**config.mk**
```make
export PLATFORM = sky130hd
export DESIGN_NAME = mem_arbiter
export DESIGN_NICKNAME = d
export VERILOG_FILES = /design/src/rtl/mem_arb_pkg.sv /design/src/rtl/mem_arbiter_burst_counter.sv /design/src/rtl/mem_arbiter.sv
export SDC_FILE = /design/constraint.sdc
export NUM_CORES = 1
export LEC_CHECK = 0
export CORE_AREA = 2 2 93 95
export CTS_BUF_LIST = sky130_fd_sc_hd__clkbuf_2
export CTS_CLUSTER_SIZE = 20
export DETAILED_ROUTE_END_ITERATION = 10
export DIE_AREA = 0 0 95 97
export GPL_ROUTABILITY_DRIVEN = 0
export HOLD_SLACK_MARGIN = 0.1
export PLACE_DENSITY = 0.82
export SLEW_MARGIN = 30
export SYNTH_ARGS = -nofsm -noshare
export SYNTH_HDL_FRONTEND = slang
export SYNTH_SLANG_ARGS = --single-unit
```
**constraint.sdc**
```tcl
create_clock -name clk_i -period 4.47 [get_ports clk_i]
set_clock_uncertainty 0.1 [all_clocks]
set_input_delay 0.447 -clock clk_i [delete_from_list [all_inputs] [get_ports clk_i]]
set_output_delay 0.447 -clock clk_i [all_outputs]
set_load 0.005 [all_outputs]
```
**src/rtl/mem_arb_pkg.sv**
```systemverilog
// Shared types and constants for the I/D-cache main-memory arbiter.
package mem_arb_pkg;

  typedef enum logic [1:0] {
    ARB_IDLE    = 2'd0,
    ARB_I_BURST = 2'd1,
    ARB_D_BURST = 2'd2
  } arb_state_e;

  typedef enum logic {
    OWNER_I = 1'b0,
    OWNER_D = 1'b1
  } owner_e;

  localparam int unsigned BYTES_PER_WORD = 32'd4;

endpackage

```
**src/rtl/mem_arbiter_burst_counter.sv**
```systemverilog
// Beat counter for one burst: synchronous clear, count enable, last-beat flag.
module burst_counter #(
  parameter int unsigned BLOCK_WORDS = 32'd4
) (
  input  logic                           clk_i,
  input  logic                           rst_i,
  input  logic                           clr_i,
  input  logic                           en_i,
  output logic [$clog2(BLOCK_WORDS)-1:0] cnt_o,
  output logic                           last_o
);

  localparam int unsigned CW = $clog2(BLOCK_WORDS);

  logic [CW-1:0] cnt_r;
  logic          last_s;

  assign last_s = (cnt_r == CW'(BLOCK_WORDS - 32'd1));

  // Beat count; the last beat wraps explicitly so the count never leaves the block.
  always_ff @(posedge clk_i) begin
    if (rst_i || clr_i) begin
      cnt_r <= '0;
    end else if (en_i && last_s) begin
      cnt_r <= '0;
    end else if (en_i) begin
      cnt_r <= cnt_r + CW'(1);
    end else begin
      cnt_r <= cnt_r;
    end
  end

  assign cnt_o  = cnt_r;
  assign last_o = last_s;

endmodule

```
**src/rtl/mem_arbiter.sv**
```systemverilog
// Arbitrates the main-memory port between I-cache and D-cache block bursts.
// Build option ARB_ROUND_ROBIN_EN: alternate tie winners; otherwise D-cache wins ties.
module mem_arbiter
  import mem_arb_pkg::*;
#(
  parameter int unsigned ADDR_WIDTH  = 32'd32,
  parameter int unsigned DATA_WIDTH  = 32'd32,
  parameter int unsigned BLOCK_WORDS = 32'd4
) (
  input  logic                           clk_i,
  input  logic                           rst_i,
  input  logic                           i_req_i,
  input  logic [ADDR_WIDTH-1:0]          i_addr_i,
  output logic                           i_gnt_o,
  output logic                           i_rvalid_o,
  output logic                           i_done_o,
  input  logic                           d_req_i,
  input  logic                           d_we_i,
  input  logic [ADDR_WIDTH-1:0]          d_addr_i,
  input  logic [DATA_WIDTH-1:0]          d_wdata_i,
  output logic                           d_gnt_o,
  output logic                           d_rvalid_o,
  output logic                           d_done_o,
  output logic                           d_beat_o,
  output logic [DATA_WIDTH-1:0]          rdata_o,
  output logic [$clog2(BLOCK_WORDS)-1:0] beat_idx_o,
  output logic                           mem_req_o,
  output logic                           mem_we_o,
  output logic [ADDR_WIDTH-1:0]          mem_addr_o,
  output logic [DATA_WIDTH-1:0]          mem_wdata_o,
  input  logic [DATA_WIDTH-1:0]          mem_rdata_i,
  input  logic                           mem_ready_i
);

  localparam int unsigned CW = $clog2(BLOCK_WORDS);
  localparam logic [ADDR_WIDTH-1:0] OFF_MASK = ADDR_WIDTH'(BLOCK_WORDS * BYTES_PER_WORD - 32'd1);

  arb_state_e            state_r;
  logic [ADDR_WIDTH-1:0] base_r;
  logic                  we_r;
  owner_e                pick_s;
  logic [ADDR_WIDTH-1:0] sel_addr_s;
  logic                  in_i_s;
  logic                  in_d_s;
  logic                  beat_s;
  logic                  last_s;
  logic [CW-1:0]         cnt_s;

  assign in_i_s = (state_r == ARB_I_BURST);
  assign in_d_s = (state_r == ARB_D_BURST);
  assign beat_s = (in_i_s || in_d_s) && mem_ready_i;

`ifdef ARB_ROUND_ROBIN_EN
  owner_e last_win_r;

  // Remember who won the most recent grant so the next tie goes the other way.
  always_ff @(posedge clk_i) begin
    if (rst_i) begin
      last_win_r <= OWNER_I;
    end else if ((state_r == ARB_IDLE) && (i_req_i || d_req_i)) begin
      last_win_r <= pick_s;
    end else begin
      last_win_r <= last_win_r;
    end
  end

  // Tie-break: D wins unless it also won last time.
  always_comb begin
    if (d_req_i && (!i_req_i || (last_win_r == OWNER_I))) begin
      pick_s = OWNER_D;
    end else begin
      pick_s = OWNER_I;
    end
  end
`else
  // Fixed priority: any D request beats the I-cache.
  always_comb begin
    if (d_req_i) begin
      pick_s = OWNER_D;
    end else begin
      pick_s = OWNER_I;
    end
  end
`endif

  assign sel_addr_s = (pick_s == OWNER_D) ? d_addr_i : i_addr_i;

  // Burst sequencer: grant in idle, return to idle after the last accepted beat.
  always_ff @(posedge clk_i) begin
    if (rst_i) begin
      state_r <= ARB_IDLE;
      base_r  <= '0;
      we_r    <= 1'b0;
    end else begin
      case (state_r)
        ARB_IDLE: begin
          if (i_req_i || d_req_i) begin
            state_r <= (pick_s == OWNER_D) ? ARB_D_BURST : ARB_I_BURST;
            base_r  <= sel_addr_s & ~OFF_MASK;
            we_r    <= (pick_s == OWNER_D) && d_we_i;
          end else begin
            state_r <= ARB_IDLE;
          end
        end
        ARB_I_BURST, ARB_D_BURST: begin
          if (beat_s && last_s) begin
            state_r <= ARB_IDLE;
          end else begin
            state_r <= state_r;
          end
        end
        default: begin
          state_r <= ARB_IDLE;
        end
      endcase
    end
  end

  burst_counter #(
    .BLOCK_WORDS(BLOCK_WORDS)
  ) u_cnt (
    .clk_i (clk_i),
    .rst_i (rst_i),
    .clr_i (state_r == ARB_IDLE),
    .en_i  (beat_s),
    .cnt_o (cnt_s),
    .last_o(last_s)
  );

  assign i_gnt_o     = in_i_s;
  assign d_gnt_o     = in_d_s;
  assign mem_req_o   = in_i_s || in_d_s;
  assign mem_we_o    = in_d_s && we_r;
  assign mem_addr_o  = (in_i_s || in_d_s) ?
                       (base_r + ADDR_WIDTH'(cnt_s) * ADDR_WIDTH'(BYTES_PER_WORD)) : '0;
  assign mem_wdata_o = in_d_s ? d_wdata_i : '0;
  assign beat_idx_o  = cnt_s;
  assign rdata_o     = beat_s ? mem_rdata_i : '0;
  assign i_rvalid_o  = in_i_s && mem_ready_i;
  assign i_done_o    = in_i_s && mem_ready_i && last_s;
  assign d_beat_o    = in_d_s && mem_ready_i;
  assign d_rvalid_o  = in_d_s && mem_ready_i && !we_r;
  assign d_done_o    = in_d_s && mem_ready_i && last_s;

endmodule

```
==> results.toml <==
[floorplanning]
std_cell_rows = 33
coreArea_um2 = 8134
initial_core_util = 0.3123
die_x_um = 95
die_h_um = 97
ioPinCount = 241
dieArea_um2 = 9215

[cts]
clock-sinks = 33
clockBufferDepth = 2
clockRootBuffer = "clkbuf_2"
clock_latency_ps = 370
clk_pin_slew_ps = 200
ctsResizeCount = 0
postCtsHoldBufs = 0
cts_buffers = 5
ctsHtreeMaxLevel = 2
postCtsSetupRepairBufs = 0
cts_tree = "yes"

[routing]
wl_met2_mm = 5.440
wl_mm = 10.06
drc = 0
via_per_inst = 4.750
drt_iter0_drc = 76
dr.max_layer_used = "met4"
wl_met1_mm = 3.600
num_vias = 2817
wire_per_inst_um = 16.97
wl_met3_um = 783
firstDrtPassIters = 4
postRouteAntennaNets = 0

[sta]
final-hold-violation-count = 0
slew_headroom = 0.3691
fmax_ghz = 0.3241
tightest_slew_ps = 946.3
final-max-slew-violation-count = 0
finalSetupViolations = 0
final.period_utilization = 0.6902
layout_min_cycle_time_ps = 3085
tns_ps = 0
rsz0062_at_grt = "false"

[yosys]
ys_ff_latch = 33
synth_cell_types = 26
ys_warn_count = 0
ys_top_cells_by_area = "dfxtp_1, and2_1, o32ai_2"
yosysTopAreaCell = "dfxtp_1"
yosysSeqAreaShare = 0.2601
synthCells = 275
syn_avg_cell_area_um2 = 9.236
yosys.area.top_type_share = 0.2601
netlist_area_um2 = 2540

[cells_and_area]
drive_above_1_share = 0.06982
syn_to_final_growth_pct = 91.33
nets = 625

[global_route]
grt.total_usage = 0.2048
grt_pass1_vias = 2770
antenna_found_initial = 1
grt_pass1_wl_mm = 14.58
overflow = 0
grt_max_degree = 42

[critical_path]
critPathLaunchType = "flip-flop"
slowest_stage = "ha_1"
slowest_delay_ps = 620
path_cells = "inv_1, ha_1, buf_4, and3_1, clkdlybuf4s50_1"
cp.arrival_ps = 2540
cp.required_ps = 3920
cp_max_fo = 29
worstSetupEndpointType = "output pin"
path_class = "reg2out"

[worst_hold_path]
min_path_type = "reg2reg"

[power]
total_power_uw = 968.2
powerDensity_nw_per_um2 = 199.2
p_leak_nw = 1.916
vdd_drop_max_uv = 140.3

[placement]
dp_hpwl_mm = 7.795
io_buffers = 230

[run]
cap_viol_max_count = 0

[outcome]
status = "finished, final reports clean"
## cells in the final DEF (no fill, tap or decap), drive strengths merged
cell type	count
inv	2
nor4bb	1
o32ai	28
nand2b	32
a21boi	3
o21ai	1
o21a	3
nand3b	1
diode	1
and3	34
nand4bb	1
nand4b	1
clkinv	1
nor2b	1
conb	2
mux2i	30
clkbuf	5
clkinvlp	1
ha	4
clkdlybuf4s50	228
nor2	2
buf	7
and4b	1
dfxtp	33
and2	65
## final cells by class
cell class              instances  area (µm²)
clock buffers                   5       25.02
fillers                       709        3274
well taps                     105       131.4
flip-flops and latches         33       660.6
inverters                       2       7.507
repair buffers                235        2330
clock inverters                 2       11.26
multi-input cells             210        1692
diodes                          1       2.502
## critical path, delay by kind of cell (launching register included)
family | cells | cell delay (ps)
buf+inv | 3 | 990
fa+ha+maj | 1 | 620
flops | 1 | 390
simple gates | 1 | 190
## where the power goes
| part | total (mW) | internal, mW | switching (mW) |
|---|---|---|---|
| combinational | 0.488 | 0.296 | 0.192 |
| clock | 0.136 | 0.0338 | 0.103 |
| sequential | 0.344 | 0.328 | 0.0163 |
| total | 0.968 | 0.657 | 0.311 |
## registers in the layout, indices dropped and copies added (netlist names)
register and count:
state_r 2, u_cnt.cnt_o 2, base_r 28, we_r 1
## cell usage after synthesis (all sizes together)
cell and count:
nand4b 1, ha 4, nor2 2, inv 2, dfxtp 33, mux2i 30, a21boi 3, nor4bb 1
o32ai 28, o21ai 1, o21a 3, and3 34, nor2b 1, buf 14, nand3b 1, nand2b 32
and4b 1, clkbuf 17, nand4bb 1, conb 1, and2 65
## per-stage QoR
stage | instance area [µm²] | std cells | hold slack (ps) | utilization | worst slack [ps]
5_1_grt | 4860 | 593 | 415.5 | 0.5974 | 1216
3_3_place_gp | 4826 | 585 | 373.0 | 0.5933 | 1541
4_1_cts | 4862 | 592 | 404.4 | 0.5978 | 1349
2_1_floorplan | 2544 | 276 | 357.3 | - | 2642
6_report | 4860 | 593 | 401.4 | 0.5974 | 1385
3_5_place_dp | 4826 | 585 | 379.7 | 0.5933 | 1509
## metal layers
metal | track usage | vias to the layer above
li1 | - | 1383
met1 | 0.2065 | 1291
met2 | 0.3983 | 130
met3 | 0.04984 | 13
met4 | 0.06577 | 0
met5 | 0 | -
## kinds of logic after synthesis
| kind of cell | after synthesis | synth area share |
|---|---|---|
| AOI/OAI and AO/OA | 35 | 0.1754 |
| adders and majority gates | 4 | 0.01971 |
| buffers and inverters | 33 | 0.07537 |
| DFF | 33 | 0.2601 |
| muxes | 30 | 0.1182 |
| other | 1 | 0.001476 |
| and+or+nand+nor | 139 | 0.3498 |
## final timing paths
path | slack, ps | endpoint | startpoint | cells past startpoint
worst min-delay path | 400 | base_r[28] | base_r[28] | 2
worst min register to register | 400 | base_r[28] | base_r[28] | 2
worst max-delay path | 1380 | rdata_o[14] | state_r[0] | 5
worst max register to register | 2270 | state_r[1] | state_r[0] | 5
Power figures use the tool's default switching activity.
